### src/rtl/stb_pacer_pkg.sv
// Shared defaults for the strobe pacing stage.
package stb_pacer_pkg;
  localparam int unsigned DEF_CNT_W   = 8;
  localparam int unsigned DEF_MIN_GAP = 16;
endpackage

### src/rtl/stb_pacer.sv
// Counts bursty event pulses and re-emits them as single-cycle strobes spaced
// exactly MIN_GAP cycles apart while events remain pending.
module stb_pacer
  import stb_pacer_pkg::*;
#(
  parameter int unsigned CNT_W   = DEF_CNT_W,
  parameter int unsigned MIN_GAP = DEF_MIN_GAP
) (
  input  logic             in_clk,
  input  logic             rst,
  input  logic             evt_stb,
  input  logic             en,
  input  logic             ovf_clr,
  output logic             out_stb,
  output logic [CNT_W-1:0] pending,
  output logic             busy,
  output logic             ovf
);

  localparam int unsigned      GAP_W    = 16;
  localparam logic [GAP_W-1:0] GAP_LOAD = GAP_W'(MIN_GAP - 2);
  localparam logic [CNT_W-1:0] CNT_MAX  = '1;

  typedef enum logic [1:0] {IDLE, STB, GAP} state_t;

  state_t           r_state;
  state_t           w_next;
  logic [GAP_W-1:0] r_gap_cnt;
  logic [CNT_W-1:0] r_pending;
  logic             r_out_stb;
  logic             r_ovf;
  logic             w_inc;
  logic             w_dec;
  logic             w_drop;
  logic             w_have;

  assign w_have = (r_pending != '0) && en;

  always_comb begin
    w_next = r_state;
    unique case (r_state)
      IDLE:    if (w_have) w_next = STB;
      STB:     w_next = GAP;
      GAP:     if (r_gap_cnt == '0) w_next = w_have ? STB : IDLE;
      default: w_next = IDLE;
    endcase
  end

  // STB always moves to GAP, so entering STB is the only decrement point.
  assign w_dec  = (w_next == STB);
  assign w_inc  = evt_stb;
  assign w_drop = w_inc && !w_dec && (r_pending == CNT_MAX);

  always_ff @(posedge in_clk or posedge rst) begin
    if (rst) begin
      r_state   <= IDLE;
      r_out_stb <= 1'b0;
      r_gap_cnt <= '0;
    end else begin
      r_state   <= w_next;
      r_out_stb <= (w_next == STB);
      if (r_state == STB)
        r_gap_cnt <= GAP_LOAD;
      else if (r_state == GAP && r_gap_cnt != '0)
        r_gap_cnt <= r_gap_cnt - GAP_W'(1);
    end
  end

  always_ff @(posedge in_clk or posedge rst) begin
    if (rst) begin
      r_pending <= '0;
      r_ovf     <= 1'b0;
    end else begin
      if (w_inc && !w_dec && r_pending != CNT_MAX)
        r_pending <= r_pending + CNT_W'(1);
      else if (w_dec && !w_inc)
        r_pending <= r_pending - CNT_W'(1);
      if (w_drop)
        r_ovf <= 1'b1;
      else if (ovf_clr)
        r_ovf <= 1'b0;
    end
  end

  assign out_stb = r_out_stb;
  assign pending = r_pending;
  assign ovf     = r_ovf;
  assign busy    = (r_state != IDLE) || (r_pending != '0);

endmodule

### config.mk
export PLATFORM = sky130hd
export DESIGN_NAME = stb_pacer
export DESIGN_NICKNAME = d
export VERILOG_FILES = /design/src/rtl/stb_pacer_pkg.sv /design/src/rtl/stb_pacer.sv
export SDC_FILE = /design/constraint.sdc
export NUM_CORES = 1
export LEC_CHECK = 0
export ABC_AREA = 1
export CORE_UTILIZATION = 30
export DETAILED_ROUTE_END_ITERATION = 12
export MAX_ROUTING_LAYER = met4
export PLACE_DENSITY_LB_ADDON = 0.1
export SYNTH_ARGS = -nofsm -noshare
export SYNTH_HDL_FRONTEND = slang
export SYNTH_SLANG_ARGS = --single-unit
### constraint.sdc
create_clock -name in_clk -period 2.1 [get_ports in_clk]
set_input_delay 0.63 -clock in_clk [delete_from_list [all_inputs] [get_ports in_clk]]
set_output_delay 0.63 -clock in_clk [all_outputs]
set_load 0.1 [all_outputs]
Yosys cells after proc, flatten, opt, wreduce, memory -nomap -nowiden. Cells that the tools add are included.

$add $sub $neg: 3. Equal/unequal tests: 5. Multiplexer cells: 10. Reductions and logical operators: 17.

Operators by type and width (count): $mux W16 (2); $logic_not A16 Y1 (1); $mux W8 (2); $reduce_bool A16 Y1 (1); $sub A16 B1 Y16 const B (1); $add A8 B1 Y8 const B (1); $eq A8 B8 Y1 const B (1); $ne A8 B8 Y1 const B (1); $reduce_bool A2 Y1 (4); $reduce_bool A8 Y1 (1); $sub A8 B1 Y8 const B (1); $logic_and A1 B1 Y1 (6); $pmux W2 S3 (1); $eq A2 B1 Y1 const B (2); $mux W2 (2); $mux W1 (3); $eq A2 B2 Y1 const B (1); $logic_not A1 Y1 (2); $logic_not A2 Y1 (1); $logic_or A1 B1 Y1 (1).

Flip-flop bits (word level): 28. Input port bits: 5. Output and inout port bits: 11. Logic and storage cells: 40.

Longest topological paths before layout.
Word-level depth: 10. Gate-level depth with buffers: 18. Depth with buffers taken out: 18.

Least setup slack after synthesis. OpenSTA, ideal clock, no wires.

Kind: register -> register. From: register r_pending[1], in the netlist pending[1]. To: register r_pending[7], in the netlist pending[7]. Library setup time: 122 ps. Arrival: 2602 ps. Required time: 1978 ps. Slack: -624 ps. Stages on the path, launching flop included: 16. Buffers on the path: 0. Clock period less this slack: 2724 ps. Cells stage by stage: dfrtp_1 > inv_1 > nand3_1 > nor2_1 > nor2_1 > nand2_2 > nand3_2 > ha_1 > nand3_1 > nand3_1 > nand2_1 > nand3_1 > nand2_1 > nand2_1 > nand2_1 > nand2_1.

Word-level cells in the longest chain between the ends: 10. Elaborated cells on any way between the ends: 17. Classes of those cells: 2 x add/sub; 2 x eq/ne; 6 x mux; 7 x reduce/logical.

Ends and longest elaborated chain: from (decl) (RTL line stb_pacer.sv:29) `logic [CNT_W-1:0] r_pending;`; from (signal assigned) (RTL line stb_pacer.sv:75) `r_pending <= r_pending + CNT_W'(1);`; from (signal assigned) (RTL line stb_pacer.sv:77) `r_pending <= r_pending - CNT_W'(1);`; $reduce_bool A8 Y1 (RTL line stb_pacer.sv:37) `assign w_have = (r_pending != '0) && en;`; $logic_and A1 B1 Y1 (RTL line stb_pacer.sv:37); $mux W1 (RTL line stb_pacer.sv:44) `GAP: if (r_gap_cnt == '0) w_next = w_have ? STB : IDLE;`; $mux W2 (RTL line stb_pacer.sv:44); $pmux W2 S3 (RTL line stb_pacer.sv:41) `unique case (r_state)`; $eq A2 B1 Y1 (RTL line stb_pacer.sv:50) `assign w_dec = (w_next == STB);`; $logic_not A1 Y1 (RTL line stb_pacer.sv:74) `if (w_inc && !w_dec && r_pending != CNT_MAX)`; $logic_and A1 B1 Y1 (2 in a row) (RTL line stb_pacer.sv:74); $mux W8 / $reduce_bool A2 Y1 (equally long branches).

Parallel ways exist; a longest one is shown, timed or not. The select of a mux whose other input is x is not followed. A chain may end at the register's enable or synchronous reset.

Final worst setup path.
From: input evt_stb. To: register r_pending[7], in the netlist pending[7].

Word-level cells in the longest chain between the ends: 3. Elaborated cells on any way between the ends: 6. Classes of those cells: 1 x mux; 5 x reduce/logical.

Ends and longest elaborated chain: from (decl) (RTL line stb_pacer.sv:11) `input logic evt_stb,`; $logic_and A1 B1 Y1 / $logic_not A1 Y1 (equally long branches) (RTL line stb_pacer.sv:74, stb_pacer.sv:76); $logic_and A1 B1 Y1, on equally long branches (RTL line stb_pacer.sv:74, stb_pacer.sv:76); $mux W8 / $reduce_bool A2 Y1 (equally long branches).

Parallel ways exist; a longest one is shown, timed or not.

==> results.cfg <==
[yosys]
ys_seq_area_share_pct = 40.4
syn_area_per_cell_um2 = 7.48
synth_nets = 246
ys.warnings.count = 0
syn_inst = 232
ys_types = 28
synth-seq-cells = 28
syn-cell-area_mm2 = 0.00174

[detailed_routing]
wl_met3_um = 154
dr.pass1.iters = 4
wl_met1_um = 2210
met2_length_um = 2100
ant_nets = 0
drc = 0
num_vias = 1715
drtIter0Drc = 68
wl_per_cell_um = 11.8
routed_wl_um = 4510
via_per_inst = 4.49
routed.top_layer = met4

[power]
power_frac_seq_pct = 19.1
power_mw = 4.90
power_leakage_nw = 1.40
clock_power_share_pct = 7.0
irDropWorstVdd_uv = 1010
swShare_pct = 47.7
switchingPower_mw = 2.34
internal-power_mw = 2.56
p_per_area_mw_per_mm2 = 1740
combPwrFrac_pct = 74.0

[worst_setup_path]
cp_slowest_stage_delay_ns = 0.63
cpMaxStageDelayCell = clkdlybuf4s50_1
cp_data_arrival_time_ns = 2.46
crit_chain = clkdlybuf4s50_1 -> nand3_4 -> ha_4 -> nand2_2 -> nor3_2 -> nand2_1 -> nand3_2 -> inv_1 -> nand2_1 -> nand2_1 -> nand2_1 -> nand2_1
reg2reg_depth = 16
critPathKind = in -> reg
cp-start-kind = input port
r2r-start = pending[5]$_DFFE_PP0P_
required_ns = 2.28
timing.rr.end = pending[7]$_DFFE_PP0P_
critical_path.max_fanout = 5
worst-path-buf-inv = 2
crit_top_cell = nand2_1
rrSetupSlack_ns = -0.15
cpLargestDelayFamily = simple AND/OR/NAND/NOR gates
crit_path_end_kind = flop

[clock_network]
cts.sinks = 28
clockBufferDepth = 2
cts_buffers = 3
cts-htree-levels = 1
root_buffer = clkbuf_8
cts_tree = built
cts.clk_slew.worst_paths_ns = 0.10
worstSkewPairLatency_ns = 0.28

[timing]
fin_crit_ns = 2.28
layout_setup_ws_ns = -0.184
relSlewSlack_pct = 65.0
final_hold_viol_count = 0
setup_viol_count_final = 9
finClkSkew_ns = 0.00410
rsz0062_at_grt = yes
hold_ws_ns = 0.586
worst_pin_slew_ns = 0.522
fmax_ghz = 0.438
slew_viol_final = 0
setup_tns_ns = -0.796
post-route-period-util_pct = 109

[floorplan]
io_pins = 16
die-area_mm2 = 0.00609
placeableCoreArea_mm2 = 0.00554
start_util_pct = 31.3
die_y_um = 78.1
rows = 27
die_w_um = 78.1

[run]
cap_viol_max_count = 0

[grt]
antenna_found_initial = 0
gr-usage-all-layers_pct = 16.4
grt_max_degree = 29
grt_pass1_vias = 1697
grt_pass1_wl_um = 7670
overflow = 0

[min_path]
hold_end = ovf$_DFFE_PP0P_
hp-class = reg -> reg
whs_path_depth = 2
hold_start = ovf$_DFFE_PP0P_

[status]
status = finished with violations
violations = negative setup slack

[placement]
portBuffers = 15
place_ws_ns = -0.555
gp_congestion = 0.875
hpwl_um = 3170

[layout]
multi_input_area_mm2 = 0.00107
diodes = 0
register_area_um2 = 731
drive_gt1_share_pct = 40.6
utilization_pct = 51.0
synthToLayoutAreaGrowth_pct = 62.8
fin_nets = 325
nFillCells = 558
## metrics by stage
| step | instance area [µm²] | cells |
|---|---|---|
| after floorplan | 1850 | 232 |
| after global placement | 2570 | 369 |
| after detailed placement | 2570 | 369 |
| after CTS | 2750 | 381 |
| after global routing | 2830 | 382 |
| final | 2830 | 382 |
## layout make-up
type                    instances  area share, %
flip-flops and latches         28           25.9
clock buffers                   4           1.95
inverters                      41           5.45
repair buffers                 74           25.6
well taps                      72           3.19
multi-input cells             163           37.9
## worst max path at each step
| stage | from | end | cells after the start |
|---|---|---|---|
| CTS | pending[5]$_DFFE_PP0P_ | pending[7]$_DFFE_PP0P_ | 17 |
| detailed placement | en | pending[7]$_DFFE_PP0P_ | 14 |
| floorplan | pending[0]$_DFFE_PP0P_ | pending[7]$_DFFE_PP0P_ | 16 |
| global route | r_gap_cnt[0]$_DFFE_PP0P_ | pending[7]$_DFFE_PP0P_ | 17 |
| global placement | en | pending[7]$_DFFE_PP0P_ | 14 |
| finish | evt_stb | pending[7]$_DFFE_PP0P_ | 12 |
## power groups by stage
stage / clock network (mW) / logic, mW / registers, mW
finish: 0.341 / 3.63 / 0.936
CTS: 0.367 / 3.51 / 0.921
global placement: 0 / 3.35 / 0.919
detailed placement: 0 / 3.35 / 0.920
floorplan: 0 / 1.30 / 1.62
global route: 0.383 / 3.93 / 0.960
## cell families after synthesis
family / count (synthesis) / synth area share, %
AO/OA/AOI/OAI: 29 / 9.59
flip-flops: 28 / 40.4
adder cells (fa/ha/maj): 9 / 6.92
XOR/XNOR: 7 / 3.53
AND/OR/NAND/NOR: 117 / 30.1
buffers and inverters: 42 / 9.52
## tightest hold or removal path, cell delays in order, from the launching register on
cell and delay [ns]:
dfrtp_1 0.42, inv_1 0.06, o22ai_1 0.07
## metal layers
layer	global-route usage [%]	up-vias
met1	22.5	786
li1	-	893
met2	25.3	32
met3	1.86	4
met4	5.00	0
met5	-	-
## placed cells by master, fill, tap and decap left out, drive strengths merged
master / netlist / final
inv: 41 / 41
nor4: 1 / 1
dfrtp: 28 / 28
a31oi: 1 / 1
xor2: 7 / 7
nand2: 58 / 58
nor3: 4 / 4
nand4: 5 / 5
fa: 1 / 1
buf: 1 / 70
or2: 1 / 1
nand3: 18 / 19
o22ai: 2 / 2
a21oi: 5 / 5
nand3b: 1 / 1
clkbuf: 0 / 4
clkdlybuf4s50: 0 / 3
o21ai: 20 / 20
nor2: 28 / 28
o21bai: 1 / 1
ha: 8 / 8
nor3b: 1 / 1
dlygate4sd2: 0 / 1
## what timing repair did
action | in CTS | in global routing
gates resized for setup | 17 | 17
setup endpoints to repair | 7 | 9
setup buffers | 7 | 2
hold endpoints to repair | 0 | 0
gates cloned | 1 | 0
hold buffers | 0 | 0
pin swaps | 17 | 8
## Yosys cell counts
cell      number  share of area, %
inv_2          1              0.22
nor4_1         1              0.36
nor3_2         1              0.58
xor2_1         7               3.5
or2_2          1              0.36
nand2_2        4               1.4
nor2_1        26               5.6
buf_6          1              0.65
o21ai_0       15               4.3
nor2_4         1              0.65
nor3b_1        1              0.43
o22ai_1        2              0.72
a31oi_1        1              0.36
nand3_1       17               4.9
o21ai_2        4               2.0
a21oi_1        5               1.4
fa_1           1               1.2
nor3_1         3              0.86
inv_1         40               8.7
nand3_2        1              0.58
o21bai_1       1              0.43
nand2_1       54                12
o21ai_1        1              0.29
dfrtp_1       28                40
ha_1           8               5.8
nand4_1        5               1.8
nand3b_1       1              0.43
nor2_2         1              0.36
## registers in the layout, summed over array words and instances (netlist names)
register	count
pending	8
r_state	2
r_gap_cnt	16
out_stb	1
ovf	1
Power figures use the tool's default switching activity.
